==> src/rtl/keypad_code_entry.sv <==
// keypad_code_entry: scans and debounces a 4x4 matrix keypad and assembles the
// two-digit product code (digits 0..3) that is confirmed with '#' or cleared with '*'.
module keypad_code_entry #(
  parameter int SCAN_DIV = 1000,
  parameter int DEBOUNCE = 4,
  parameter int TIMEOUT  = 50000000
) (
  input  logic       clk,
  input  logic       rst,
  output logic [3:0] rows,
  input  logic [3:0] cols,
  output logic [1:0] num1,
  output logic [1:0] num2,
  output logic [1:0] digits,
  output logic       entering,
  output logic       key_strobe,
  output logic       code_valid,
  output logic       code_error
);
  // state | meaning
  // IDLE  | no digits entered (num1/num2 may still hold the last confirmed code)
  // ONE   | first digit captured in num1
  // TWO   | both digits captured, waiting for '#'
  typedef enum logic [1:0] {IDLE, ONE, TWO} state_t;

  localparam int SW = (SCAN_DIV > 1) ? $clog2(SCAN_DIV) : 1;
  localparam int DW = $clog2(DEBOUNCE + 1);
  localparam int TW = (TIMEOUT > 1) ? $clog2(TIMEOUT) : 1;

  logic [3:0]    cols_meta, cols_sync;
  logic [SW-1:0] scan_cnt;
  logic [1:0]    row_idx;
  logic          slot_end, frame_end;
  logic [1:0]    frame_hits;
  logic [3:0]    frame_key;
  logic [2:0]    row_hits, hits_sum;
  logic [1:0]    row_col, hits_sat;
  logic [3:0]    key_sel;
  logic [4:0]    frame_res;
  logic [4:0]    prev_res, stable;
  logic [DW-1:0] match_cnt, match_nxt;
  logic [3:0]    key_code;
  logic          is_star, is_hash, is_digit;
  logic [3:0]    digit_val;
  state_t        state;
  logic [TW-1:0] idle_cnt;

  assign slot_end  = (scan_cnt == SW'(SCAN_DIV - 1));
  assign frame_end = slot_end && (row_idx == 2'd3);

  // Keys are tracked as {present, row, col}; 5'd0 means no key.
  always_comb begin
    row_hits = '0;
    row_col  = '0;
    for (int c = 0; c < 4; c++) begin
      if (!cols_sync[c]) begin
        row_hits = row_hits + 3'd1;
        row_col  = 2'(c);
      end
    end
    hits_sum  = {1'b0, frame_hits} + row_hits;
    hits_sat  = (hits_sum >= 3'd2) ? 2'd2 : hits_sum[1:0];
    key_sel   = (row_hits == 3'd1) ? {row_idx, row_col} : frame_key;
    frame_res = (hits_sat == 2'd1) ? {1'b1, key_sel} : 5'd0;
    if (frame_res != prev_res)
      match_nxt = DW'(1);
    else if (match_cnt >= DW'(DEBOUNCE))
      match_nxt = match_cnt;
    else
      match_nxt = match_cnt + DW'(1);
  end

  always_ff @(posedge clk or posedge rst) begin
    if (rst) begin
      cols_meta  <= 4'hF;
      cols_sync  <= 4'hF;
      scan_cnt   <= '0;
      row_idx    <= 2'd0;
      rows       <= 4'b1110;
      frame_hits <= 2'd0;
      frame_key  <= 4'd0;
      prev_res   <= 5'd0;
      stable     <= 5'd0;
      match_cnt  <= '0;
      key_strobe <= 1'b0;
      key_code   <= 4'd0;
    end else begin
      cols_meta  <= cols;
      cols_sync  <= cols_meta;
      key_strobe <= 1'b0;
      if (slot_end) begin
        scan_cnt <= '0;
        row_idx  <= row_idx + 2'd1;
        rows     <= ~(4'b0001 << (row_idx + 2'd1));
        if (frame_end) begin
          frame_hits <= 2'd0;
          frame_key  <= 4'd0;
          prev_res   <= frame_res;
          match_cnt  <= match_nxt;
          if (match_nxt >= DW'(DEBOUNCE)) begin
            stable <= frame_res;
            // Only a none->key transition is an event; column 3 (A-D) never strobes.
            if (!stable[4] && frame_res[4] && frame_res[1:0] != 2'd3) begin
              key_strobe <= 1'b1;
              key_code   <= frame_res[3:0];
            end
          end
        end else begin
          frame_hits <= hits_sat;
          frame_key  <= key_sel;
        end
      end else begin
        scan_cnt <= scan_cnt + SW'(1);
      end
    end
  end

  always_comb begin
    is_star   = 1'b0;
    is_hash   = 1'b0;
    is_digit  = 1'b0;
    digit_val = 4'd0;
    case (key_code)
      4'd0, 4'd1, 4'd2:  begin is_digit = 1'b1; digit_val = key_code + 4'd1; end
      4'd4, 4'd5, 4'd6:  begin is_digit = 1'b1; digit_val = key_code; end
      4'd8, 4'd9, 4'd10: begin is_digit = 1'b1; digit_val = key_code - 4'd1; end
      4'd12:             is_star = 1'b1;
      4'd13:             begin is_digit = 1'b1; digit_val = 4'd0; end
      4'd14:             is_hash = 1'b1;
      default:           ;
    endcase
  end

  always_ff @(posedge clk or posedge rst) begin
    if (rst) begin
      state      <= IDLE;
      num1       <= 2'd0;
      num2       <= 2'd0;
      digits     <= 2'd0;
      entering   <= 1'b0;
      code_valid <= 1'b0;
      code_error <= 1'b0;
      idle_cnt   <= '0;
    end else begin
      code_valid <= 1'b0;
      code_error <= 1'b0;
      if (key_strobe) begin
        idle_cnt <= '0;
        if (is_star) begin
          state <= IDLE; num1 <= 2'd0; num2 <= 2'd0; digits <= 2'd0; entering <= 1'b0;
        end else if (is_hash) begin
          if (state == TWO) begin
            code_valid <= 1'b1;
            state      <= IDLE;
            digits     <= 2'd0;
            entering   <= 1'b0;
          end else begin
            code_error <= 1'b1;
            state <= IDLE; num1 <= 2'd0; num2 <= 2'd0; digits <= 2'd0; entering <= 1'b0;
          end
        end else if (is_digit && state != TWO) begin
          if (digit_val > 4'd3) begin
            code_error <= 1'b1;
            state <= IDLE; num1 <= 2'd0; num2 <= 2'd0; digits <= 2'd0; entering <= 1'b0;
          end else if (state == IDLE) begin
            num1 <= digit_val[1:0]; num2 <= 2'd0; state <= ONE; digits <= 2'd1; entering <= 1'b1;
          end else begin
            num2 <= digit_val[1:0]; state <= TWO; digits <= 2'd2; entering <= 1'b1;
          end
        end
      end else if (state != IDLE) begin
        // Abandoned entry: discard silently once the idle time runs out.
        if (idle_cnt == TW'(TIMEOUT - 1)) begin
          idle_cnt <= '0;
          state <= IDLE; num1 <= 2'd0; num2 <= 2'd0; digits <= 2'd0; entering <= 1'b0;
        end else begin
          idle_cnt <= idle_cnt + TW'(1);
        end
      end
    end
  end

endmodule
==> config.mk <==
export PLATFORM = sky130hd
export DESIGN_NAME = keypad_code_entry
export DESIGN_NICKNAME = d
export VERILOG_FILES = /design/src/rtl/keypad_code_entry.sv
export SDC_FILE = /design/constraint.sdc
export NUM_CORES = 1
export LEC_CHECK = 0
export ABC_AREA = 1
export CORE_UTILIZATION = 52
export DETAILED_ROUTE_END_ITERATION = 8
export GPL_ROUTABILITY_DRIVEN = 0
export PLACE_DENSITY = 0.77
export SYNTH_ARGS = -nofsm -noshare
export SYNTH_HDL_FRONTEND = slang
export SYNTH_SLANG_ARGS = --single-unit
==> constraint.sdc <==
create_clock -name clk -period 3.2 [get_ports clk]
set_input_delay 0.64 -clock clk [delete_from_list [all_inputs] [get_ports clk]]
set_output_delay 0.64 -clock clk [all_outputs]
set_load 0.05 [all_outputs]
Word level (Yosys, flattened, before mapping)
Cells that the tools add are included. W data, S select, Z words.

$mul: 0. Bitwise logic cells: 1. Reductions and logical operators: 20. Order comparisons: 4. Div/mod/pow operators: 0. Equal/unequal tests: 23. Add/subtract/negate cells: 10. Shifts and indexed selects: 1. Mux-type cells: 64.

Operator list (count): $mux W26 (3); $mux W2 (25); $add A26 B1 Y26 const B (1); $eq A26 B26 Y1 const B (1); $mux W1 (26); $eq A4 B4 Y1 const B (6); $mux W3 (5); $add A3 B1 Y3 const B (4); $eq A4 B3 Y1 const B (3); $pmux W4 S3 (1); $add A10 B1 Y10 const B (1); $eq A10 B10 Y1 const B (1); $mux W10 (1); $reduce_or A10 Y1 (1); $reduce_or A3 Y1 (3); $mux W4 (2); $reduce_and A4 Y1 (2); $ge A3 B3 Y1 const B (2); $reduce_and A3 Y1 (2); $reduce_bool A2 Y1 (3); $mux W5 (1); $ne A5 B1 Y1 const B (1); $ne A5 B5 Y1 (1); $reduce_and A5 Y1 (1); other kinds (21) (26).

Bits in writable memories: 0. Bits in latches: 0. Memories: 0. Register bits: 83. Logic and storage cells: 142. ROM bits: 0. Input bits: 6. Output and inout port bits: 14.

Longest topological paths before layout
Depth in word-level cells: 18. Mapped depth: 23. Depth with buffers taken out: 23.

Worst setup path before layout
OpenSTA, ideal clock, no wires.

Path type: register to register. Start point: reg cols_sync[1]. End point: reg key_code[0]. Setup slack: -0.120 ns. Required time: 3.082 ns. Buffers on the path: 0. Clock period less this slack: 3.320 ns. Arrival: 3.202 ns. Library setup time: 0.118 ns. Cell stages (with the launch flop): 20. Cell sequence: dfstp_2 > inv_1 > ha_1 > inv_1 > nand2_1 > nand2_1 > ha_1 > nand2_1 > a21boi_4 > inv_1 > fa_1 > inv_1 > nand3_4 > inv_2 > nand2_2 > or2_1 > a21oi_4 > nand4_2 > nand2_1 > nand2_1.

Longest elaborated chain between the ends: 14. Elaborated cells between the ends (all ways): 22. Those cells by class: 3 x add/sub; 2 x order compare; 4 x eq/ne; 10 x mux; 3 x reduce/logical.

Ends and longest elaborated chain: start, declared (line 30) `logic [3:0] cols_meta, cols_sync;`; start signal, assigned (line 89) `cols_sync <= cols_meta;`; $mux W3 (line 56) `if (!cols_sync[c]) begin`; $add A3 B1 Y3 (line 57) `row_hits = row_hits + 3'd1;`; $mux W3 (line 56); $add A3 B1 Y3 (line 57); $mux W3 (line 56); $add A2 B3 Y3 (line 61) `hits_sum = {1'b0, frame_hits} + row_hits;`; $ge A3 B2 Y1 (line 62) `hits_sat = (hits_sum >= 3'd2) ? 2'd2 : hits_sum[1:0];`; $mux W2 (line 62); $eq A2 B1 Y1 (line 64) `frame_res = (hits_sat == 2'd1) ? {1'b1, key_sel} : 5'd0;`; $mux W5 * (line 64); $ne A5 B5 Y1 (line 65) `if (frame_res != prev_res)`; $mux W3 (line 65); $ge A3 B3 Y1 (line 100) `if (match_nxt >= DW'(DEBOUNCE)) begin`; $reduce_and A4 Y1 (no line); end signal, assigned (line 105) `key_code <= frame_res[3:0];`; end, declared (line 42) `logic [3:0] key_code;`.

Every way passes the cells marked *; elsewhere a longest branch is shown, timed or not. A chain may end at the register's enable or synchronous reset.

Final worst setup path
Start point: reg cols_sync[0]. End point: reg key_code[2].

Longest elaborated chain between the ends: 16. Elaborated cells between the ends (all ways): 21. Those cells by class: 4 x add/sub; 2 x order compare; 4 x eq/ne; 8 x mux; 3 x reduce/logical.

Ends and longest elaborated chain (line): $mux W1 * (56); $add A3 B1 Y3 (57); $mux W3 * (56); $add A3 B1 Y3 (57); $mux W3 * (56); $add A3 B1 Y3 (57); $mux W3 * (56); $add A2 B3 Y3 (61); $ge A3 B2 Y1 (62); $mux W2 (62); $eq A2 B1 Y1 (64); $mux W5 * (64); $ne A5 B5 Y1 (65); $mux W3 (65); $ge A3 B3 Y1 (100); $reduce_and A4 Y1 (no line).

Marked as above.

==> run summary <==
Clock Path Buffers: 2
Post-synth top cells: nand2_1, inv_1, dfrtp_1, nor2_1, o21ai_0
final max-slew violation count: 0
first-pass GRT wire length: 15230 µm
Max Cap Viol: 0
Area growth syn-to-layout: 16.09%
total congestion overflow: 0
WL final: 8853 µm
row count: 33
Initial DRC Count: 171
Vias per Instance: 5.298
Final Skew: 9.703 ps
clock slew at reported path FFs: 90 ps
WP data arrival: 3480 ps
clock tree root driver cell: clkbuf_8
number of diodes: 0
FF-to-FF setup slack: 1 ps
Antenna Nets Post-Route: 0
delay-heaviest family, CP: adder cells
CP Buf/Inv Count: 6
hold_ws: 359.0 ps
Gate Count Post-Synth: 536
Chip Height: 94.16 µm
post-DP HPWL: 6025 µm
Crit path largest cell delay: 550 ps
post-synthesis register bit count: 79
clk_lat worst skew: 350 ps
fmax: 312.6 MHz
top cells by area, synth: dfrtp_1, nand2_1, dfstp_2
IO Pins: 20
Worst path slowest cell: dfstp_2
RSZ-0062 raised after global routing: yes
DR WL/cell: 12.98 µm
ys async rst share: 1.000
Max VDD drop: 0.3057 mV
Die X: 94.16 µm
status: finished clean
hold_buf cts: 0
Core Area: 8217 µm²
highest metal used: met4
Post-Syn Area: 4417 µm²
initial core utilization: 0.5375
IO buf count: 19
Mapped Nets: 560
Rel. slew slack: 0.6626
Yosys warning total: 0
final setup vio count: 0
share of post-route cells with drive strength above 1: 0.1941
Met3 Wirelength: 268 µm
CP Data Required Time: 3490 ps
Netlist cell types: 43
Clock Sinks: 79
Die Area: 8866 µm²
Critical Path Source Type: flip-flop
cell with the most instances after synthesis: nand2_1
Mapped Avg Cell Area: 8.240 µm²
area leader, netlist: dfrtp_1
Cell Pwr Density: 386.6 nW/µm²
vias in the first global route: 3562
CP max FO: 4
number of synthesized flops with an enable pin: 0
pin count of the biggest net entering global routing: 80
CP endpoint kind: flip-flop
crit-path cells: inv_2 > ha_4 > inv_2 > nand2_2 > nand2_2 > ha_4 > nand2_2 > a21boi_4 > inv_2 > fa_2 > inv_2 > nand3_4 > inv_4 > nand2_4 > or2_4 > a21oi_4 > buf_6 > nand4_1 > nand2_2
Least-Margin Pin Slew: 505.5 ps
crit share post-route: 0.9996
CTS HTree Levels: 3
TritonCTS Buffers: 9
leakage power total: 2.435 nW
all-layer global routing usage: 0.2195
class of the worst hold path: flip-flop to flip-flop
min Tclk post-route: 3199 ps
DR WL met2: 4418 µm
Nets: 596
kind of critical path: flip-flop to flip-flop
share of the synthesized area in the top cell type: 0.3853
TritonCTS clock tree: done
Setup TNS: 0 ps
Via Count: 3613
drt pass-1 iters: 4
top_reg_cell synth: dfrtp_1
antenna violations before repair: 0
number of remaining DRC errors: 0
M1 wire length: 4008 µm
register area share after synthesis: 0.4507
final hold violations: 0
==> layout make-up <==
| type | count | area (µm²) |
|---|---|---|
| fillers | 680 | 3089 |
| multi-input cells | 376 | 2228 |
| flip-flops and latches | 79 | 1991 |
| inverters | 78 | 295.3 |
| repair buffers | 28 | 274.0 |
| clock buffers | 12 | 177.7 |
| well taps | 105 | 131.4 |
| clock inverters | 4 | 30.03 |
==> metrics by stage <==
step / cells / worst slack [ps] / total power [mW] / util / instance area, µm²
2_1_floorplan: 536 / 11.49 / 1.162 / - / 4429
3_3_place_gp: 660 / 74.77 / 1.195 / 0.5815 / 4778
3_5_place_dp: 660 / -75.99 / 1.200 / 0.5815 / 4778
4_1_cts: 679 / 7.003 / 1.986 / 0.6129 / 5036
5_1_grt: 682 / -113.6 / 2.064 / 0.6240 / 5127
6_report: 682 / 1.222 / 1.982 / 0.6240 / 5127
==> state kept, by name (all words and copies together), names as in the netlist <==
| name | cells |
|---|---|
| scan_cnt | 10 |
| match_cnt | 3 |
| code_error | 1 |
| prev_res | 5 |
| frame_hits | 2 |
| cols_sync | 4 |
| state | 2 |
| num1 | 2 |
| row_idx | 2 |
| idle_cnt | 26 |
| num2 | 2 |
| code_valid | 1 |
| key_strobe | 1 |
| frame_key | 4 |
| stable | 1 |
| rows | 4 |
| key_code | 4 |
| cols_meta | 4 |
| entering | 1 |
==> routing by layer <==
layer | up-vias | track usage
met2 | 56 | 0.3678
met4 | 0 | 0.07051
met3 | 13 | 0.05663
met1 | 1736 | 0.2754
li1 | 1808 | -
met5 | - | 0
==> cells in the final DEF (no fill, tap or decap), types with 3 or more instances in the layout <==
cell / netlist / layout
nor2_8: 3 / 3
clkbuf_8: 0 / 9
nand2_1: 111 / 101
nor2_1: 58 / 56
dfstp_2: 11 / 11
nand3_1: 24 / 24
nand2_2: 17 / 25
nor4_1: 3 / 3
nand4_1: 12 / 12
inv_4: 0 / 3
o21ai_0: 36 / 34
nand3_2: 6 / 6
nor2_4: 3 / 5
ha_1: 17 / 15
nand3b_1: 4 / 4
clkdlybuf4s50_1: 0 / 19
a21oi_1: 21 / 21
nor2_2: 4 / 5
o21ai_1: 1 / 3
dfrtp_1: 68 / 68
xor2_1: 7 / 7
nor3_1: 18 / 18
inv_2: 7 / 12
nand2_4: 6 / 8
inv_1: 71 / 65
buf_4: 0 / 7
==> kinds of logic (layout without fill, tap and decap cells) <==
logic type               count (synthesis)  count (layout)  synth area share
AND/OR/NAND/NOR                        276             277            0.3130
buffers and inverters                   82             122           0.06969
flip-flops                              79              79            0.4507
AO/OA/AOI/OAI                           72              72           0.09604
adder cells (fa/ha/maj)                 18              18           0.05269
XOR/XNOR                                 9               9           0.01785
==> final timing paths <==
kind / start / to / cells past startpoint
max in group asynchronous: rst / rows[3] / 3
worst max-delay path: cols_sync[0] / key_code[2] / 19
worst min register to register: cols_meta[1] / cols_sync[1] / 0
min in group asynchronous: rst / rows[0] / 3
worst max register to register: cols_sync[0] / key_code[2] / 19
worst min-delay path: cols_meta[1] / cols_sync[1] / 0
==> power by group <==
part | internal [mW] | switching, mW | total, mW
Clock | 0.384 | 0.379 | 0.763
Combinational | 0.0771 | 0.131 | 0.208
Sequential | 1.01 | 0.00487 | 1.01
==> repair_timing <==
| action | in CTS | in global routing |
|---|---|---|
| setup endpoints to repair | 8 | 9 |
| gates cloned | 1 | 0 |
| setup buffers | 2 | 3 |
| pin swaps | 9 | 21 |
| gates resized for setup | 7 | 21 |
Note: power is estimated with default switching activity, not from simulation.
